[config.mk]
export PLATFORM = sky130hd
export DESIGN_NAME = sso_credit_serializer
export DESIGN_NICKNAME = d
export VERILOG_FILES = /design/src/rtl/comm_link_pkg.sv /design/src/rtl/sso_token_sync.sv /design/src/rtl/sso_credit_serializer.sv
export SDC_FILE = /design/constraint.sdc
export NUM_CORES = 1
export LEC_CHECK = 0
export CORE_MARGIN = 3
export CORE_UTILIZATION = 35
export DETAILED_ROUTE_END_ITERATION = 10
export GPL_ROUTABILITY_DRIVEN = 0
export SETUP_SLACK_MARGIN = 0.3
export SLEW_MARGIN = 20
export SYNTH_ARGS = -nofsm -noshare
export SYNTH_HDL_FRONTEND = slang
export SYNTH_SLANG_ARGS = --single-unit
[constraint.sdc]
create_clock -name clk -period 2.96 [get_ports clk]
set_clock_uncertainty 0.15 [all_clocks]
set_input_delay 0.296 -clock clk [delete_from_list [all_inputs] [get_ports clk]]
set_output_delay 0.296 -clock clk [all_outputs]
set_load 0.01 [all_outputs]
[src/rtl/comm_link_pkg.sv]
// Shared types and defaults for the comm-link transmit path.
package comm_link_pkg;

  typedef enum logic {IDLE, SEND} state_t;

  localparam int unsigned DEFAULT_CH_WIDTH      = 8;
  localparam int unsigned DEFAULT_LG_DECIMATION = 3;
  localparam int unsigned DEFAULT_CREDITS       = 32;
  localparam int unsigned EVT_CNT_W             = 7;

  // Bits needed to hold values 0..n inclusive.
  function automatic int unsigned cnt_width(input int unsigned n);
    return $clog2(n + 1);
  endfunction

endpackage

[src/rtl/sso_token_sync.sv]
// Synchronizes the far-side token line and emits a registered one-cycle pulse per edge.
module sso_token_sync #(
  parameter int unsigned SYNC_STAGES = 2
) (
  input  logic clk,
  input  logic rst,
  input  logic token_i,
  output logic event_o
);

  logic [SYNC_STAGES-1:0] sync_q;
  logic                   hist_q;

  always_ff @(posedge clk or posedge rst) begin
    if (rst) begin
      sync_q  <= '0;
      hist_q  <= 1'b0;
      event_o <= 1'b0;
    end else begin
      sync_q[0] <= token_i;
      for (int i = 1; i < int'(SYNC_STAGES); i++) begin
        sync_q[i] <= sync_q[i-1];
      end
      hist_q  <= sync_q[SYNC_STAGES-1];
      event_o <= sync_q[SYNC_STAGES-1] != hist_q;
    end
  end

endmodule

[src/rtl/sso_credit_serializer.sv]
// Credit-gated serializer: splits each input word into beats over byte-wide
// source-synchronous channels; credits come back as token-line edges.
module sso_credit_serializer
  import comm_link_pkg::*;
#(
  parameter int unsigned CHANNELS      = 2,
  parameter int unsigned CH_WIDTH      = DEFAULT_CH_WIDTH,
  parameter int unsigned WORD_WIDTH    = 32,
  parameter int unsigned CREDITS       = DEFAULT_CREDITS,
  parameter int unsigned LG_DECIMATION = DEFAULT_LG_DECIMATION,
  parameter int unsigned SYNC_STAGES   = 2
) (
  input  logic                                  clk,
  input  logic                                  rst,
  input  logic [WORD_WIDTH-1:0]                 data_i,
  input  logic                                  valid_i,
  output logic                                  ready_o,
  input  logic                                  token_i,
  output logic                                  io_valid_o,
  output logic [CHANNELS*CH_WIDTH-1:0]          io_data_o,
  output logic [cnt_width(CREDITS)-1:0]         credit_cnt_o,
  output logic [EVT_CNT_W-1:0]                  sent_cnt_o,
  output logic [EVT_CNT_W-1:0]                  token_cnt_o,
  output logic                                  overflow_o
);

  localparam int unsigned IO_W   = CHANNELS * CH_WIDTH;
  localparam int unsigned BEATS  = WORD_WIDTH / IO_W;
  localparam int unsigned BEAT_W = (BEATS > 1) ? $clog2(BEATS) : 1;
  localparam int unsigned CW     = cnt_width(CREDITS);
  localparam int unsigned SUM_W  = CW + LG_DECIMATION + 1;
  localparam int unsigned INC    = 2 ** LG_DECIMATION;

  if (WORD_WIDTH != CHANNELS * CH_WIDTH * BEATS || BEATS == 0) begin : g_bad_width
    $error("WORD_WIDTH must equal CHANNELS*CH_WIDTH*BEATS");
  end

  state_t              state, state_next;
  logic [BEAT_W-1:0]   beat_q;
  logic [WORD_WIDTH-1:0] word_q;
  logic                last_beat;
  logic                accept;
  logic                tok_evt;
  logic [SUM_W-1:0]    credit_sum;

  sso_token_sync #(.SYNC_STAGES(SYNC_STAGES)) u_token_sync (
    .clk     (clk),
    .rst     (rst),
    .token_i (token_i),
    .event_o (tok_evt)
  );

  assign last_beat = beat_q == BEAT_W'(BEATS - 1);
  assign accept    = valid_i && ready_o;

  // State register
  always_ff @(posedge clk or posedge rst) begin
    if (rst) state <= IDLE;
    else     state <= state_next;
  end

  // Next-state logic
  always_comb begin
    state_next = state;
    case (state)
      IDLE:    if (accept) state_next = SEND;
      SEND:    if (last_beat && !accept) state_next = IDLE;
      default: state_next = IDLE;
    endcase
  end

  // Outputs decoded from state
  always_comb begin
    io_valid_o = 1'b0;
    ready_o    = 1'b0;
    if (state == SEND) io_valid_o = 1'b1;
    if ((state == IDLE || last_beat) && credit_cnt_o != '0) ready_o = 1'b1;
  end

  // Net credit change for this cycle; an accept and a token may coincide
  always_comb begin
    credit_sum = SUM_W'(credit_cnt_o);
    if (tok_evt) credit_sum = credit_sum + SUM_W'(INC);
    if (accept)  credit_sum = credit_sum - SUM_W'(1);
  end

  // Word register, beat mux and counters
  always_ff @(posedge clk or posedge rst) begin
    if (rst) begin
      word_q       <= '0;
      beat_q       <= '0;
      io_data_o    <= '0;
      credit_cnt_o <= CW'(CREDITS);
      sent_cnt_o   <= '0;
      token_cnt_o  <= '0;
      overflow_o   <= 1'b0;
    end else begin
      if (accept) begin
        word_q    <= data_i;
        beat_q    <= '0;
        io_data_o <= data_i[IO_W-1:0];
      end else if (state == SEND && !last_beat) begin
        beat_q    <= beat_q + BEAT_W'(1);
        io_data_o <= word_q[(int'(beat_q) + 1) * int'(IO_W) +: IO_W];
      end
      if (accept)  sent_cnt_o  <= sent_cnt_o + EVT_CNT_W'(1);
      if (tok_evt) token_cnt_o <= token_cnt_o + EVT_CNT_W'(1);
      if (accept || tok_evt) begin
        if (credit_sum > SUM_W'(CREDITS)) begin
          credit_cnt_o <= CW'(CREDITS);
          overflow_o   <= 1'b1;
        end else begin
          credit_cnt_o <= credit_sum[CW-1:0];
        end
      end
    end
  end

endmodule
==> metrics.txt <==
Initial Utilization=36.5%; Total Wirelength=6.34 mm; Synth top area share=54.3%; WHS=201 ps; CTS Sinks=59; Cell Chain, Critical Path=inv_1, ha_1, or3b_1, o211ai_1, nor3_1, xnor2_1, a41o_1, a21boi_2, o32ai_2; area of the multi-input gates=1110 sq um; Cells after Synth=278; Die Y=93.4 um; Max Freq=400 MHz; RSZ-0062 raised after global routing=no; vias per cell=4.69; share of cells above drive strength 1=9.72%; Syn. warnings=0; setup TNS=0 ps; I/O Pins=75; initial antenna violation count=0; power density cells=1070 nW/um^2; Via Count=2154; HPWL Detailed=4.29 mm; minimum clock period after layout=2500 ps; Clock Tree Buf Depth=2; # fillers=669; largest net degree at the start of global routing=38; Worst Path Arrival=2540 ps; maximum vdd drop=0.373 mV; clock-pin transition on the worst setup and hold timing paths=70 ps; Std-Cell Rows=31; GRT Residual Overflow=0; Hold Vio Cnt, Final=0; leakage power=1.70 nW; CP max stage delay=420 ps; syn nets=319; CP Class=reg -> reg; # nets final=396; Worst Max-Slew Pin Slew=657 ps; synthesis-stage register bit count=59; Inserted Diodes=0; most area-hungry cell type in the Yosys netlist=dfrtp_1; Crit-path slowest cell=dfrtp_1; final antenna-violating net count=0; Buf/Inv on CP=1; status=finished clean; delay-heaviest family, CP=compound AO/OA/AOI/OAI gates; first-pass GRT wire length=10.0 mm; H-tree levels=3; Netlist cell types=41; Routed wire per std cell=13.8 um; drt first pass iters=4; Root Driver=clkbuf_8; fin. max-slew vios=0; Post-Syn Area=2670 sq um; vias in the first global route=2055; Slew headroom=56.1%; CTS Buf Count=9; Register Area=1480 sq um; Synth Area per Inst=9.62 sq um; drt first-iter violations=96; Max Cap Violations=0; Setup-failing EPs final=0; CTS tree=done; CP max FO=5; period utilization=84.5%; GRT Total Usage=14.8%; register area share after synthesis=55.3%; synthesis-to-layout area growth=39.4%; core box area=7330 sq um; DRC Markers=0; Crit path required time=3000 ps; worst hold path class=reg -> reg; final core area utilization=50.8%; Die Span X=93.4 um; Pwr Total=4.00 mW; DIE AREA=8720 sq um; Critical Path Sink Type=flop; Clock Latency Late Sink=320 ps; top cells by area, synth=dfrtp_1 (54%), nand2_1 (14%), a22oi_1 (4.5%), xnor2_1 (3.9%), ha_1 (2.3%); port buffer count=74; Critical Path Source Type=flop
-- layer usage --
metal / wire (um) / vias to the layer above / track usage (%) / part of all wire [%]
li1: - / 1080 / - / -
met1: 3060 / 1010 / 21.0 / 48
met2: 2830 / 60 / 20.9 / 45
met3: 426 / 4 / 4.42 / 6.7
met4: 26 / 0 / 6.47 / 0.41
met5: 0 / - / 0 / 0
-- cell usage in the layout, fill, tap and decap left out, types with 2 or more instances in the layout --
cell and count:
xor2_1 6, clkbuf_8 11, dfrtp_1 57, inv_1 5, o211ai_1 2, o21ai_0 5
buf_4 5, nand4_1 7, clkinvlp_4 3, a22oi_1 16, xnor2_1 12, a21oi_1 7
nor3_1 3, ha_1 5, nor2_1 12, clkdlybuf4s50_1 74, a21boi_2 2, nand2_1 100
-- what timing repair did --
item / CTS / global route
gates resized for setup: 0 / 4
setup endpoints to repair: 0 / 7
hold buffers: 0 / 0
buffers inserted: 0 / 1
endpoints found under the hold margin: 0 / 0
-- Yosys cell counts --
| library cell | number |
|---|---|
| nor2_2 | 1 |
| nand4_1 | 7 |
| o211ai_1 | 2 |
| nand3_1 | 1 |
| o211a_1 | 1 |
| a22oi_1 | 16 |
| nand2_1 | 100 |
| a21boi_2 | 2 |
| mux2_2 | 1 |
| mux2i_1 | 1 |
| buf_2 | 4 |
| a41o_1 | 1 |
| dfstp_2 | 1 |
| a31oi_1 | 1 |
| nand2_4 | 1 |
| buf_1 | 1 |
| a21oi_1 | 7 |
| nor2b_1 | 1 |
| nor2_1 | 12 |
| nand3b_1 | 1 |
| xor2_1 | 6 |
| a21o_1 | 1 |
| nor3b_1 | 1 |
| dfrtp_1 | 58 |
| o22a_1 | 1 |
| o32ai_2 | 1 |
| o311ai_0 | 1 |
| nand3_2 | 1 |
| or2_2 | 1 |
| inv_1 | 6 |
| nor3_1 | 3 |
| o21ai_0 | 5 |
| o22ai_1 | 1 |
| or3_1 | 1 |
| nand2b_1 | 1 |
| buf_6 | 2 |
| o31ai_1 | 1 |
| xnor2_1 | 12 |
| ha_1 | 5 |
| or3b_1 | 1 |
| clkbuf_1 | 7 |
-- registers in the layout (all words and copies together), names as in the netlist --
signal                cells
word_q                   16
token_cnt_o               7
overflow_o                1
beat_q                    1
io_data_o                16
u_token_sync.event_o      1
state                     1
u_token_sync.sync_q       2
sent_cnt_o                7
u_token_sync.hist_q       1
credit_cnt_o              6
-- stage by stage --
step | setup WS [ps] | cells | area, sq um
after floorplan | 653 | 278 | 2670
after global placement | 503 | 442 | 3520
after detailed placement | 470 | 442 | 3520
after CTS | 450 | 458 | 3700
after global routing | 168 | 459 | 3730
final | 458 | 459 | 3730
-- power by group --
part / switching (mW) / total [mW] / leakage [nW] / internal, mW
combinational: 0.932 / 1.85 / 0.892 / 0.919
clock: 0.327 / 0.678 / 0.0880 / 0.351
sequential: 0.306 / 1.47 / 0.721 / 1.17
total: 1.57 / 4.00 / 1.70 / 2.44
-- cell type report --
cell class                      count  share of cell area, %
Multi-Input combinational cell    199                   29.9
Clock inverter                      5                  0.974
Clock buffer                       11                   4.06
Tap cell                           99                   3.32
Timing Repair Buffer               80                   21.4
Sequential cell                    59                   39.7
Inverter                            6                  0.604
-- worst register-to-register path, stage by stage (launching register included) --
cell and delay, ps:
dfrtp_1 420, inv_1 130, ha_1 160, or3b_1 380, o211ai_1 310, nor3_1 120, xnor2_1 160, a41o_1 260
a21boi_2 190, o32ai_2 90
-- final timing paths --
check                                       start                      to  slack, ps  cells after the start
max                               credit_cnt_o[1]         credit_cnt_o[1]        460                      9
min                        u_token_sync.sync_q[0]  u_token_sync.sync_q[1]        200                      0
max reg2reg                       credit_cnt_o[1]         credit_cnt_o[1]        460                      9
min reg2reg                u_token_sync.sync_q[0]  u_token_sync.sync_q[1]        200                      0
max in group asynchronous                     rst         credit_cnt_o[5]       1760                      3
min in group asynchronous                     rst           sent_cnt_o[5]        240                      2
-- kinds of logic after synthesis --
logic type / Yosys count / synth area share (%)
flops: 59 / 55.3
xor+xnor: 18 / 5.90
buf+inv: 20 / 3.56
simple gates: 133 / 21.0
mux: 2 / 0.795
fa+ha+maj: 5 / 2.34
compound gates: 41 / 11.2
Note: power is estimated with default switching activity, not from simulation.
